## src/rtl/relu_result_collector.sv

```systemverilog
// relu_result_collector
// Captures per-unit ReLU results on each done pulse, packs the active lanes
// one per cycle into a feature-map buffer, and once a frame of frame_len
// results is stored, streams the buffer out to the host.
//
// Stream handshake: a beat transfers on a rising clk edge where m_valid and
// m_ready are both high. Once m_valid is raised, m_data and m_last hold
// until that transfer; m_valid never depends combinationally on m_ready.
module relu_result_collector #(
   parameter int DATA_WIDTH   = 16,
   parameter int NUM_UNITS    = 2,
   parameter int IMAGE_WIDTH  = 5,
   parameter int IMAGE_HEIGHT = 5,
   parameter int OUT_DEPTH    = IMAGE_WIDTH * IMAGE_HEIGHT,
   parameter int CW           = $clog2(OUT_DEPTH + 1)
) (
   input  logic                            clk,
   input  logic                            reset,
   input  logic                            clear,
   input  logic [CW-1:0]                   frame_len,
   input  logic                            done,
   input  logic [NUM_UNITS-1:0]            active_units,
   input  logic [NUM_UNITS*DATA_WIDTH-1:0] relu_out,
   output logic                            m_valid,
   output logic [DATA_WIDTH-1:0]           m_data,
   output logic                            m_last,
   input  logic                            m_ready,
   output logic                            busy,
   output logic [CW-1:0]                   count,
   output logic                            err_overflow,
   output logic [1:0]                      dbg_state
);

   typedef enum logic [1:0] {
      ST_IDLE  = 2'd0,
      ST_PACK  = 2'd1,
      ST_DRAIN = 2'd2
   } state_t;

   localparam logic [CW-1:0] DEPTH_C = CW'(OUT_DEPTH);
   localparam logic [CW-1:0] ONE_C   = CW'(1);

   state_t                            state_q, state_d;
   logic [NUM_UNITS-1:0]              stage_mask_q, stage_mask_d;
   logic [NUM_UNITS*DATA_WIDTH-1:0]   stage_data_q, stage_data_d;
   logic [CW-1:0]                     flen_q, flen_d;
   logic [CW-1:0]                     wr_ptr_q, wr_ptr_d;
   logic [CW-1:0]                     rd_ptr_q, rd_ptr_d;
   logic [CW-1:0]                     count_q, count_d;
   logic                              err_q, err_d;
   logic                              m_valid_q, m_valid_d;
   logic [DATA_WIDTH-1:0]             m_data_q, m_data_d;
   logic                              m_last_q, m_last_d;

   logic [DATA_WIDTH-1:0]             fm_mem [OUT_DEPTH];
   logic                              mem_we;
   logic [CW-1:0]                     mem_waddr;
   logic [DATA_WIDTH-1:0]             mem_wdata;

   logic [DATA_WIDTH-1:0]             lane_data;
   logic [NUM_UNITS-1:0]              lane_sel;
   logic [NUM_UNITS-1:0]              mask_rest;
   logic [CW-1:0]                     flen_eff;
   logic [CW-1:0]                     rd_next;

   // Pick the lowest staged lane still pending; its data is the next write.
   always_comb begin
      lane_data = '0;
      lane_sel  = '0;
      for (int i = NUM_UNITS - 1; i >= 0; i--) begin
         if (stage_mask_q[i]) begin
            lane_data   = stage_data_q[i*DATA_WIDTH +: DATA_WIDTH];
            lane_sel    = '0;
            lane_sel[i] = 1'b1;
         end
      end
      mask_rest = stage_mask_q & ~lane_sel;
      // Zero or oversize frame lengths both mean "fill the whole buffer".
      flen_eff  = ((frame_len == '0) || (frame_len > DEPTH_C)) ? DEPTH_C : frame_len;
      rd_next   = rd_ptr_q + ONE_C;
   end

   // Next-state logic for the capture / pack / drain sequence.
   always_comb begin
      state_d      = state_q;
      stage_mask_d = stage_mask_q;
      stage_data_d = stage_data_q;
      flen_d       = flen_q;
      wr_ptr_d     = wr_ptr_q;
      rd_ptr_d     = rd_ptr_q;
      count_d      = count_q;
      err_d        = err_q;
      m_valid_d    = m_valid_q;
      m_data_d     = m_data_q;
      m_last_d     = m_last_q;
      mem_we       = 1'b0;
      mem_waddr    = wr_ptr_q;
      mem_wdata    = lane_data;

      if (clear) begin
         // Abort wins over done and over any beat currently offered.
         state_d      = ST_IDLE;
         stage_mask_d = '0;
         wr_ptr_d     = '0;
         rd_ptr_d     = '0;
         count_d      = '0;
         err_d        = 1'b0;
         m_valid_d    = 1'b0;
         m_data_d     = '0;
         m_last_d     = 1'b0;
      end else begin
         case (state_q)
            ST_IDLE: begin
               if (done && (active_units != '0)) begin
                  stage_mask_d = active_units;
                  stage_data_d = relu_out;
                  // Frame length is fixed by the first done of a frame.
                  if (count_q == '0) flen_d = flen_eff;
                  state_d = ST_PACK;
               end
            end
            ST_PACK: begin
               if (done) err_d = 1'b1;
               if (count_q < DEPTH_C) begin
                  mem_we   = 1'b1;
                  wr_ptr_d = wr_ptr_q + ONE_C;
                  count_d  = count_q + ONE_C;
               end else begin
                  // Buffer full: the lane is consumed but its result is lost.
                  err_d = 1'b1;
               end
               stage_mask_d = mask_rest;
               if (mask_rest == '0) begin
                  state_d = (count_d >= flen_q) ? ST_DRAIN : ST_IDLE;
               end
            end
            ST_DRAIN: begin
               if (done) err_d = 1'b1;
               if (!m_valid_q) begin
                  // First cycle in DRAIN: load the first word.
                  m_valid_d = 1'b1;
                  m_data_d  = fm_mem[rd_ptr_q];
                  m_last_d  = (rd_ptr_q == count_q - ONE_C);
               end else if (m_ready) begin
                  if (m_last_q) begin
                     wr_ptr_d  = '0;
                     rd_ptr_d  = '0;
                     count_d   = '0;
                     m_valid_d = 1'b0;
                     m_data_d  = '0;
                     m_last_d  = 1'b0;
                     state_d   = ST_IDLE;
                  end else begin
                     rd_ptr_d = rd_next;
                     m_data_d = fm_mem[rd_next];
                     m_last_d = (rd_next == count_q - ONE_C);
                  end
               end
            end
            default: state_d = ST_IDLE;
         endcase
      end
   end

   // State and control registers; async active-low reset clears everything.
   always_ff @(posedge clk or negedge reset) begin
      if (!reset) begin
         state_q      <= ST_IDLE;
         stage_mask_q <= '0;
         stage_data_q <= '0;
         flen_q       <= '0;
         wr_ptr_q     <= '0;
         rd_ptr_q     <= '0;
         count_q      <= '0;
         err_q        <= 1'b0;
         m_valid_q    <= 1'b0;
         m_data_q     <= '0;
         m_last_q     <= 1'b0;
      end else begin
         state_q      <= state_d;
         stage_mask_q <= stage_mask_d;
         stage_data_q <= stage_data_d;
         flen_q       <= flen_d;
         wr_ptr_q     <= wr_ptr_d;
         rd_ptr_q     <= rd_ptr_d;
         count_q      <= count_d;
         err_q        <= err_d;
         m_valid_q    <= m_valid_d;
         m_data_q     <= m_data_d;
         m_last_q     <= m_last_d;
      end
   end

   // Feature-map buffer storage; contents need no reset.
   always_ff @(posedge clk) begin
      if (mem_we) fm_mem[mem_waddr] <= mem_wdata;
   end

   assign m_valid      = m_valid_q;
   assign m_data       = m_data_q;
   assign m_last       = m_last_q;
   assign busy         = (state_q != ST_IDLE);
   assign count        = count_q;
   assign err_overflow = err_q;
   assign dbg_state    = state_q;

endmodule

```

## config.mk

```make
export PLATFORM = sky130hd
export DESIGN_NAME = relu_result_collector
export DESIGN_NICKNAME = d
export VERILOG_FILES = /design/src/rtl/relu_result_collector.sv
export SDC_FILE = /design/constraint.sdc
export NUM_CORES = 1
export LEC_CHECK = 0
export CAP_MARGIN = 20
export CORE_ASPECT_RATIO = 0.5
export CORE_UTILIZATION = 40
export DETAILED_ROUTE_END_ITERATION = 8
export SYNTH_ARGS = -nofsm -noshare
export SYNTH_HDL_FRONTEND = slang
export SYNTH_SLANG_ARGS = --single-unit
```

## constraint.sdc

```tcl
create_clock -name clk -period 4.38 [get_ports clk]
set_clock_uncertainty 0.15 [all_clocks]
set_input_delay 0.657 -clock clk [delete_from_list [all_inputs] [get_ports clk]]
set_output_delay 0.657 -clock clk [all_outputs]
set_load 0.01 [all_outputs]
```

# Word level (Yosys, flattened, before mapping)
# Memories as Yosys holds them, arrays and structs flattened.
# Cells that the tools add are included.
[op_classes]
addsub = 4
order_cmp = 3
n_eq_ne = 11
n_mux = 56
n_bitwise = 3
reduce_logical = 21
[op_table]
columns = ["operator", "n"]
rows = [
  ["$mux W16", 7],
  ["$mux W5", 15],
  ["$mux W2", 11],
  ["$ne A3 B3 Y1 const B", 7],
  ["$pmux W5 S2", 2],
  ["$mux W1", 18],
  ["$add A5 B1 Y5 const B", 3],
  ["$eq A5 B5 Y1", 2],
  ["$logic_not A5 Y1", 2],
  ["$reduce_and A5 Y1", 2],
  ["$reduce_bool A2 Y1", 5],
  ["$reduce_and A4 Y1", 2],
  ["$pmux W2 S3", 1],
  ["$reduce_and A3 Y1", 2],
  ["$reduce_bool A3 Y1", 2],
  ["$ge A5 B5 Y1", 1],
  ["$gt A5 B5 Y1 const B", 1],
  ["$lt A5 B5 Y1 const B", 1],
  ["$sub A5 B1 Y5 const B", 1],
  ["$logic_not A2 Y1", 2],
  ["$pmux W2 S2", 1],
  ["$reduce_and A2 Y1", 2],
  ["$and A2 B2 Y2", 1],
  ["$eq A2 B1 Y1 const B", 1],
  ["other kinds (6)", 6],
]
[totals]
reg_bits = 75
mem_bits_rw = 400
output_inout_bits = 27
wordCells = 110
mem_count = 1
[memory_table]
columns = ["name", "depth", "word_bits", "read_ports", "rd_ports_with_merged_regs", "wr", "line", "source"]
rows = [
  ["fm_mem", 25, 16, 2, 0, 1, "55", "logic [DATA_WIDTH-1:0] fm_mem [OUT_DEPTH];"],
]

# Longest topological paths before layout
[logic_depth]
word_depth = 9
mapped_depth = 11

# Worst setup path before layout
# Ideal clock, no wire load.
[synth_path]
path_type = "input port to flip-flop"
startpoint = "in clear"
endpoint = "mem fm_mem[12][0] (enable)"
arrival_time_ns = 2.428
required_time_ns = 3.842
path_slack_ns = 1.414
cell_stages = 6
path_buffers = 2
cell_sequence = "clkbuf_1 nor3_2 and2_0 clkbuf_1 nand2_1 nor2_1"
[synth_via]
elab_chain_cells = 3
[synth_rtl]
columns = ["item", "line", "source"]
rows = [
  ["from (decl)", "19", "input logic clear,"],
  ["$mux W1", "100", "if (clear) begin"],
  ["$mux W1", "196", "if (mem_we) fm_mem[mem_waddr] <= mem_wdata;"],
  ["$mux W1 (not written as such)", "196", ""],
  ["to (decl)", "55", ""],
]
# Every way passes these cells.

# Final worst setup path
[layout_path]
startpoint = "reg rd_ptr_q[0]"
endpoint = "reg m_data_q[9], in the netlist m_data[9]"
[layout_via]
elab_chain_cells = 7
[layout_rtl]
columns = ["item", "line", "source"]
rows = [
  ["from (decl)", "48", "logic [CW-1:0] rd_ptr_q, rd_ptr_d;"],
  ["from (signal assigned)", "185", "rd_ptr_q <= rd_ptr_d;"],
  ["$add A5 B1 Y5", "80", "rd_next = rd_ptr_q + ONE_C;"],
  ["$mem_v2 Z25 W16 (*)", "--", ""],
  ["$mux W16", "145", "if (m_last_q) begin"],
  ["$mux W16", "144", "end else if (m_ready) begin"],
  ["$mux W16 (*)", "139", "if (!m_valid_q) begin"],
  ["$mux W16 (*)", "112", "case (state_q)"],
  ["$mux W16 (*)", "100", ""],
  ["to (signal assigned)", "189", "m_data_q <= m_data_d;"],
  ["to (decl)", "52", "logic [DATA_WIDTH-1:0] m_data_q, m_data_d;"],
]
# Mark *: on every way between the ends. The rest lies on a longest branch, timed or not. The select of a mux whose other input is x is not followed.
# A chain may end at the register's enable or synchronous reset.

==> metrics.txt <==
Congestion Overflow GR 0; post-CTS setup buffers 0; R2R setup slack between 1000 and 1500 ps; number of synthesized register bits 475; largest net degree at the start of global routing approximately 120; Post-synth EDFFs 400; routed vias approximately 13000; CORE AREA 54600 um^2; global-route wire length before repair about 92000 um; Initial Util between 40 and 50%; cells after synthesis approximately 1300; die height between 150 and 200 um; Die ar. around 57000 um^2; yosys warns 0; Gate power share 7.2%; Clk pwr share 39.3%; port bufs 70; max-slew violation count 0; dpl hpwl 41000 um; clk sinks around 480; Critical path buffers and inverters 1; worst setup margin 1000 ps; status complete, no violations; internal power about 7.5 mW; Max-cap violations 0; 1st-pass router iterations 5; Worst EP required 4670 ps; crit path time final ~3400 ps; dpl ws approximately 660 ps; Synth Area per Inst roughly 17 um^2; Worst path most repeated cell a211oi_1; IO Pins slightly above 70; later-pin clock latency in the skew report around 570 ps; worst-path cell with the longest stage delay dfrtp_4; H-tree depth 2; Setup crit end kind flip-flop; Post-Syn Area around 22000 um^2; endpoints failing setup 0; placed cells approximately 2100; initial antenna violation count 2; routed len/inst just under 30 um; Final Hold Viols 0; drt total wl 62500 um; # DRC 0; HP Class in -> async; Least-Margin Pin Slew 1120 ps; vias in the first global route about 13000; Synth cell types 64; Area growth, synth to finish 14.4%; WP depth 8; Top delay family on crit path compound AO/OA/AOI/OAI gates; sequential power share 53.5%; Row Count 60; final instance area approximately 26000 um^2; Crit Path Category reg -> reg; worst-case reg-to-reg path depth 8; CTS tree yes; Final GP Congestion slightly above 0.9; antenna cells 0; Relative slew margins between 20% and 30%; crit-path cells ha_4 > buf_4 > mux4_2 > nor2b_1 > a211oi_1 > a211oi_1 > a21oi_1 > nand3_1; CP max FO 16; RSZ-0062 raised after global routing no; Synth Net Count around 1300; Final #Nets approximately 1400; asr flop ratio synth about 16%; Setup TNS 0 ps; R2R Path End m_data[9]; GRT Total Usage between 20% and 30%; Final ANT Viol Nets 0; CP startpoint kind flip-flop; Critical Path AT roughly 3700 ps; Area after DPL 24200 um^2; CTS Buf Count 45; Psw roughly 2.2 mW; CTS Root Cell clkbuf_16; Hold Buf Count CTS 0; FMAX slightly below 300 MHz; Die X approximately 340 um; switching part of the total power between 20% and 30%; pwr dens around 380 nW/um^2; fraction of layout cells with a size suffix above 1 between 20 and 30%; Vias/cell around 6.2; Starting DRT DRC Count roughly 1600; Non-Filler Instances between 2000 and 2500; CP peak stage delay roughly 620 ps; VDD IR max about 240 uV; Top FF cell, synth edfxtp_1; post-CTS sizing 0; CTS Buffer Depth 3; post-synthesis sequential area ratio 61.8%; Reg clk slew, reported paths approximately 70 ps; r2r startpoint rd_ptr_q[0]; Leak around 8.2 nW; period utilisation layout between 70 and 80%
## stage by stage
step	utilization (%)	hold WS [ps]	power, mW
6_report	47.1	1.35	9.76
5_1_grt	47.1	58.6	10.1
4_1_cts	47.0	32.8	9.80
3_5_place_dp	44.4	315	6.01
3_3_place_gp	44.4	322	5.98
2_1_floorplan	-	211	5.69
## final cells by class
| cell class | instances | area, um^2 |
|---|---|---|
| well taps | 744 | 931 |
| repair buffers | 130 | 1340 |
| clock inverters | 28 | 239 |
| fillers | 4588 | 28900 |
| inverters | 14 | 52.6 |
| multi-input cells | 713 | 8090 |
| flip-flops and latches | 475 | 13900 |
| clock buffers | 52 | 1160 |
## power by group through the flow
stage          logic, mW  registers [mW]  clock network, mW
2_1_floorplan      0.407            5.28                  0
3_3_place_gp       0.669            5.31                  0
3_5_place_dp       0.689            5.32                  0
4_1_cts            0.691            5.22               3.89
5_1_grt            0.770            5.23               4.06
6_report           0.705            5.22               3.83
## cells by family after synthesis
family	synth area share (%)
XOR/XNOR	0.813
AO/OA/AOI/OAI	5.79
buffers and inverters	2.78
adder cells (fa/ha/maj)	0.668
AND/OR/NAND/NOR	4.13
flip-flops	61.8
multiplexers	24.0
## state kept, by name, indices dropped and copies added (netlist names)
| register | count |
|---|---|
| fm_mem | 400 |
| count | 5 |
| err_overflow | 1 |
| mem_waddr | 5 |
| flen_q | 5 |
| rd_ptr_q | 5 |
| m_valid | 1 |
| m_last | 1 |
| m_data | 16 |
| dbg_state | 2 |
| stage_data_q | 32 |
| stage_mask_q | 2 |
## cells in the mapped netlist (all sizes together), types with 10 or more instances
cell type / n / area (um^2)
mux2: 34 / 383
edfxtp: 400 / 12000
mux2i: 76 / 761
xor2: 10 / 87.6
xnor2: 10 / 95.1
a21oi: 35 / 175
a22o: 20 / 175
clkbuf: 19 / 71.3
nor3: 16 / 90.1
nor2: 52 / 195
inv: 13 / 48.8
ha: 12 / 150
mux4: 189 / 4260
a211oi: 22 / 165
o22ai: 26 / 163
nand2: 59 / 221
o21ai: 34 / 170
buf: 67 / 502
o211ai: 12 / 90.1
dfrtp: 75 / 1880
nor2b: 16 / 100
## placed cells by master (no fill, tap or decap), types with 6 or more instances in the layout
cell / synthesis / layout
edfxtp_1: 400 / 400
nand3_1: 8 / 8
buf_12: 1 / 12
o22ai_1: 26 / 26
a22o_1: 20 / 20
nand2_1: 59 / 59
mux2_2: 34 / 34
nor2_2: 0 / 25
o21ai_0: 32 / 31
clkinv_2: 0 / 6
nor2_1: 52 / 27
clkdlybuf4s50_1: 0 / 69
dfrtp_1: 75 / 72
nand2b_1: 8 / 8
clkinv_1: 1 / 14
o211ai_1: 12 / 12
a22oi_1: 7 / 7
nor3_1: 14 / 14
mux4_2: 189 / 189
nor2b_1: 16 / 16
mux2i_1: 76 / 76
xor2_1: 10 / 8
a211oi_1: 22 / 22
a21oi_1: 35 / 34
buf_4: 17 / 47
clkbuf_16: 0 / 45
nand3b_1: 8 / 8
inv_1: 12 / 12
clkbuf_1: 19 / 6
xnor2_1: 9 / 9
ha_1: 12 / 11
## worst max path at each step
stage | from | end | slack, ps
2_1_floorplan | clear | fm_mem[12][0] | 1410
3_3_place_gp | clear | fm_mem[24][14] | 840
3_5_place_dp | clear | fm_mem[24][4] | 660
4_1_cts | rd_ptr_q[0] | m_data[9] | 1040
5_1_grt | count[0] | fm_mem[24][1] | 890
6_report | rd_ptr_q[0] | m_data[9] | 1000
## routing by layer
layer	part of all wire [%]	vias up	track usage, %
met4	2.3	0	5.45
li1	-	5501	-
met3	8.6	94	3.66
met5	0	-	0
met2	46	685	34.4
met1	43	7123	32.7
No activity file was read; power rests on OpenSTA's default activity.
